==> src/rtl/calc_key_player.sv <==
// Plays calculator tokens as timed active-low key presses: repeated presses on the
// number or operator key, then an enter commit press (an evaluate token is a single enter press).
module calc_key_player #(
  parameter int PRESS_CYCLES = 4,
  parameter int GAP_CYCLES   = 4
) (
  input  logic       clk,
  input  logic       reset,
  input  logic       tok_valid,
  output logic       tok_ready,
  input  logic [1:0] tok_type,
  input  logic [7:0] tok_value,
  output logic       num_key_n,
  output logic       cal_key_n,
  output logic       enter_key_n,
  output logic       busy,
  output logic       done,
  output logic       err
);

  // state  | meaning
  // IDLE   | waiting for a token, tok_ready high
  // PRESS  | number/operator key held low
  // GAP    | all keys high after a number/operator press
  // CPRESS | enter key held low (commit, or the evaluate press)
  // CGAP   | all keys high after the enter press; done on exit
  typedef enum logic [2:0] {IDLE, PRESS, GAP, CPRESS, CGAP} state_t;

  localparam logic [23:0] PRESS_LOAD = 24'(PRESS_CYCLES - 1);
  localparam logic [23:0] GAP_LOAD   = 24'(GAP_CYCLES - 1);

  state_t      state;
  logic [23:0] timer;
  logic [7:0]  presses_left;
  logic        use_cal;

  assign tok_ready = (state == IDLE) && reset;

  always_ff @(posedge clk) begin
    if (!reset) begin
      state        <= IDLE;
      timer        <= '0;
      presses_left <= '0;
      use_cal      <= 1'b0;
      num_key_n    <= 1'b1;
      cal_key_n    <= 1'b1;
      enter_key_n  <= 1'b1;
      busy         <= 1'b0;
      done         <= 1'b0;
      err          <= 1'b0;
    end else begin
      done <= 1'b0;
      err  <= 1'b0;
      case (state)
        IDLE: begin
          if (tok_valid) begin
            case (tok_type)
              2'd0: begin
                if (tok_value != 8'd0) begin
                  state        <= PRESS;
                  timer        <= PRESS_LOAD;
                  presses_left <= tok_value - 8'd1;
                  use_cal      <= 1'b0;
                  num_key_n    <= 1'b0;
                  busy         <= 1'b1;
                end else begin
                  err <= 1'b1;
                end
              end
              2'd1: begin
                if (tok_value >= 8'd2 && tok_value <= 8'd5) begin
                  state        <= PRESS;
                  timer        <= PRESS_LOAD;
                  presses_left <= tok_value - 8'd1;
                  use_cal      <= 1'b1;
                  cal_key_n    <= 1'b0;
                  busy         <= 1'b1;
                end else begin
                  err <= 1'b1;
                end
              end
              2'd2: begin
                state       <= CPRESS;
                timer       <= PRESS_LOAD;
                enter_key_n <= 1'b0;
                busy        <= 1'b1;
              end
              default: err <= 1'b1;
            endcase
          end
        end
        PRESS: begin
          if (timer == 24'd0) begin
            state     <= GAP;
            timer     <= GAP_LOAD;
            num_key_n <= 1'b1;
            cal_key_n <= 1'b1;
          end else begin
            timer <= timer - 24'd1;
          end
        end
        GAP: begin
          if (timer == 24'd0) begin
            timer <= PRESS_LOAD;
            if (presses_left != 8'd0) begin
              state        <= PRESS;
              presses_left <= presses_left - 8'd1;
              num_key_n    <= use_cal;
              cal_key_n    <= !use_cal;
            end else begin
              state       <= CPRESS;
              enter_key_n <= 1'b0;
            end
          end else begin
            timer <= timer - 24'd1;
          end
        end
        CPRESS: begin
          if (timer == 24'd0) begin
            state       <= CGAP;
            timer       <= GAP_LOAD;
            enter_key_n <= 1'b1;
          end else begin
            timer <= timer - 24'd1;
          end
        end
        CGAP: begin
          if (timer == 24'd0) begin
            state <= IDLE;
            busy  <= 1'b0;
            done  <= 1'b1;
          end else begin
            timer <= timer - 24'd1;
          end
        end
        default: state <= IDLE;
      endcase
    end
  end

endmodule

==> config.mk <==
export PLATFORM = sky130hd
export DESIGN_NAME = calc_key_player
export DESIGN_NICKNAME = d
export VERILOG_FILES = /design/src/rtl/calc_key_player.sv
export SDC_FILE = /design/constraint.sdc
export NUM_CORES = 1
export LEC_CHECK = 0
export CAP_MARGIN = 40
export CORE_MARGIN = 2
export CORE_UTILIZATION = 32
export DETAILED_ROUTE_END_ITERATION = 8
export PLACE_DENSITY = 0.45
export SLEW_MARGIN = 20
export SYNTH_ARGS = -nofsm -noshare
export SYNTH_HDL_FRONTEND = slang
export SYNTH_SLANG_ARGS = --single-unit
==> constraint.sdc <==
create_clock -name clk -period 7.35 [get_ports clk]
set_input_delay 1.1025 -clock clk [delete_from_list [all_inputs] [get_ports clk]]
set_output_delay 1.1025 -clock clk [all_outputs]
set_load 0.05 [all_outputs]
* Word level (Yosys, flattened, before mapping)
Index checks and enable logic that the tools add are counted.
** Operators by class
- Add/sub/neg operators :: 3
- Order comparisons :: 2
- Eq/ne operators :: 25
- Multiplexer cells :: 53
- Reduce and logical (&&, ||, !) cells :: 25
** Operator list (count)
- 24-bit case mux with 3 select lines :: 2
- 24-bit 2-to-1 mux :: 5
- 8-bit 2-to-1 mux :: 5
- 8-bit case mux with 2 select lines :: 2
- 24-bit logical NOT :: 1
- 24-bit by 1-bit subtractor with 24-bit output, second input constant :: 1
- 1-bit 2-to-1 mux :: 22
- 3-bit 2-to-1 mux :: 7
- 7-bit AND reduction :: 3
- 2-bit inequality test, second input constant :: 10
- 6-bit AND reduction :: 3
- 8-bit nonzero test :: 2
- 8-bit by 1-bit subtractor with 8-bit output, second input constant :: 2
- 1-bit case mux with 3 select lines :: 5
- 3-bit case mux with 5 select lines :: 1
- 2-bit by 1-bit inequality test with 1-bit output, second input constant :: 5
- 3-bit case mux with 3 select lines :: 1
- 3-bit nonzero test :: 3
- 8-bit by 2-bit >= comparator with 1-bit output, second input constant :: 1
- 8-bit by 3-bit <= comparator with 1-bit output, second input constant :: 1
- 8-bit AND reduction :: 1
- 3-bit by 2-bit == test with 1-bit output, second input constant :: 2
- 3-bit inequality test, second input constant :: 2
- 2-bit nonzero test :: 3
- other kinds (16) :: 18
** Word-level totals
- Flip-flop bits (word level) :: 42
- Input port bits :: 13
- Output and inout bits :: 7
- Logic and storage cells :: 118

* Depth between registers and ports, before layout
- Depth in word-level cells :: 6
- Mapped depth :: 11
- Depth with buffers taken out :: 9

* Worst setup path after synthesis
No wires, ideal clock.
- Kind :: input port to output port
- From :: in reset
- To :: out tok_ready
- Arrival :: 2.014 ns
- Required time :: 6.247 ns
- Setup slack :: 4.233 ns
- Cell stages on the path :: 3
- Buffers on the path :: 1
- Path through :: inv_1 -> clkbuf_1 -> nor2_1
** Between the ends
- Longest elaborated chain between the ends :: 1
** RTL lines
- start, declared :: RTL line 8 : input logic reset,
- 1-bit logical AND :: RTL line 37 : assign tok_ready = (state == IDLE) && reset;
- end, declared :: RTL line 10 : output logic tok_ready,
Every way passes these cells.

* Final worst setup path
Ends and elaborated chain as after synthesis.

==> out/metrics.yaml <==
path_delay_family: "buffers and inverters"
cts_resized: 0
std_cell_rows: 33
setup_tns_ns: 0
worst_path_largest_cell_delay_ns: 0.81
min_to: "timer[17]"
endpoint_kind: "primary output"
io_pins: 20
drt-wirelength-per-cell_um: 15.92
critPathKind: "in -> out"
r2r-end: "presses_left[4]"
cp_data_arrival_time_ns: 3.24
routed_wl_mm: 7.306
ys_ff_latch: 42
layout.nets: 369
peakVddDrop_mv: 0.1348
final_common_cell: "dfxtp_1"
synth_top_area_cell: "dfxtp_1"
avgViaCountPerCell: 5.632
fmax_mhz: 230.2
p_per_area_mw_per_mm2: 514.0
async_flop_share_pct: 0
die-area_mm2: 0.009168
setup_ws_ns: 3.007
grt-ovfl-total: 0
synth_warnings: 0
min_period_ns: 4.343
timing.rr.start: "state[1]"
route.vias.total: 2585
worstPathRequired_ns: 6.25
cts_made_buffers: 5
syn_to_final_growth_pct: 13.93
cp-startpoint: "reset"
grt_start_max_net_pins: 24
slew_viol_final: 0
synth_area_mm2: 0.002694
cts_buffer_depth: 2
drive_gt1_share_pct: 7.910
crit_top_cell: "clkdlybuf4s50_1"
p_leak_nw: 1.061
firstDrtPassIters: 4
io_buffers: 19
fp.dieW_um: 95.75
diodes: 0
rsz0062_at_grt: "false"
die_h_um: 95.75
core_mm2: 0.008175
min_path_type: "reg -> reg"
synth_edf_count: 0
path_cells: "clkdlybuf4s50_1, buf_6, inv_1, nor2_1, clkdlybuf4s50_1"
synth_top_area_share_pct: 31.21
cap_violations: 0
setup_violations: 0
grt_pass1_vias: 2413
status: "finished, final reports clean"
ys.flop_type: "dfxtp_1"
mostFrequentLayoutCells: "dfxtp_1, nor2_1, nand2_1"
hold_viol: 0
power_mw: 1.577
place_ws_ns: 2.596
clk_pin_slew_ns: 0.09
cp-start-kind: "primary input"
cts_setup_buffers: 0
drc: 0
finalHoldWorstSlack_ns: 0.4993
detail-route-antenna-nets: 0
postCtsHoldBufs: 0
cts_tree: "built"
tightest_slew_ns: 0.8219
drt_iter0_markers: 157
max-slew-margin-rel_pct: 44.79
rr_worst_depth: 9
skew_ns: 0.002061
min_path_cells: 2
avgSynthCellArea_um2: 7.854
cp_slowest_cell: "clkdlybuf4s50_1"
fin_util_pct: 37.54
start_util_pct: 32.95
hp-start: "timer[17]"
synthCells: 343
antenna_found_initial: 0
gp_congestion: 0.8066
synth.top_cells.by_area: "dfxtp_1, nor2_1, xnor2_1"
synth_cell_types: 66
htreeDepth: 2
cts_root_buf: "clkbuf_8"
grt_pass1_wl_mm: 12.08
grt_usage_pct: 16.91
critPathBufInv: 4
cts.sinks: 42
synth_fp_nets: 359
reg2reg_slack_ns: 4.29
cp_max_fo: 13
hpwl_mm: 5.211
clkLatencyLatePin_ns: 0.30
fin_crit_sh_pct: 59.09
ys_seq_area_share_pct: 31.21
[layer usage]
metal	part of all wire, %	wire (um)	global-route usage (%)
met1	51	3693	24.10
met2	45	3283	26.11
met3	3.5	253	2.976
met4	1.0	75	4.881
met5	0	0	0
[final cells by class]
cell class / count / area [um^2]
clock buffers: 5 / 68.82
clock inverters: 3 / 43.79
fillers: 876 / 5106
inverters: 11 / 41.29
multi-input cells: 273 / 1742
flip-flops and latches: 42 / 840.8
well taps: 105 / 131.4
repair buffers: 20 / 201.4
[power by group]
group | internal [mW] | total (mW) | switching [mW]
Combinational | 0.365 | 0.966 | 0.601
Clock | 0.102 | 0.192 | 0.0897
Sequential | 0.309 | 0.420 | 0.111
[metrics by stage]
stage / instances / cell area [um^2]
final: 459 / 3069
after global routing: 459 / 3069
after CTS: 458 / 3058
after detailed placement: 450 / 2945
after global placement: 450 / 2945
after floorplan: 343 / 2694
[synthesized netlist by cell type (2+ instances only)]
library cell / count
dfxtp_1: 42
nor2_1: 37
nand2_1: 26
nor3_1: 21
a21oi_1: 20
o21ai_0: 17
xnor2_1: 15
or3_1: 13
nor4_1: 12
clkbuf_1: 11
inv_1: 11
a31oi_1: 6
nand3_1: 6
or4_1: 6
a211oi_1: 5
nor2b_1: 5
o22ai_1: 5
o41ai_1: 5
and3_1: 4
buf_2: 4
mux2i_1: 4
nand4_1: 4
nor3b_1: 4
or2_2: 4
xor2_1: 4
a21o_1: 3
ha_1: 3
o211ai_1: 3
nand2b_1: 2
nand4b_1: 2
nor4_2: 2
nor4bb_1: 2
or4_4: 2
[how the worst max path moves through the flow]
stage               cells past startpoint         to
floorplan                               3  tok_ready
global placement                        4  tok_ready
detailed placement                      4  tok_ready
CTS                                     4  tok_ready
global route                            5  tok_ready
finish                                  5  tok_ready
[state kept, by name (all words and copies together) (netlist names)]
register	cells
timer	24
state	3
cal_key_n	1
presses_left	8
done	1
err	1
enter_key_n	1
busy	1
num_key_n	1
use_cal	1
[worst register-to-register path: cells and delay by family, from the launching register on]
kind | cells | cell delay (ns)
XOR/XNOR | 1 | 0.18
flip-flops | 1 | 0.77
multiplexers | 1 | 0.26
buffers and inverters | 1 | 0.06
adder cells (fa/ha/maj) | 1 | 0.23
AND/OR/NAND/NOR | 2 | 0.77
AO/OA/AOI/OAI | 3 | 0.66
[cell families after synthesis]
family / share of synthesized area, %
and+or+nand+nor: 33.30
AOI/OAI and AO/OA: 21.88
buffers and inverters: 4.134
muxes: 1.904
adders and majority gates: 1.394
xor gates and xnor gates: 6.177
DFF: 31.21
(Power assumes the default switching activity.)
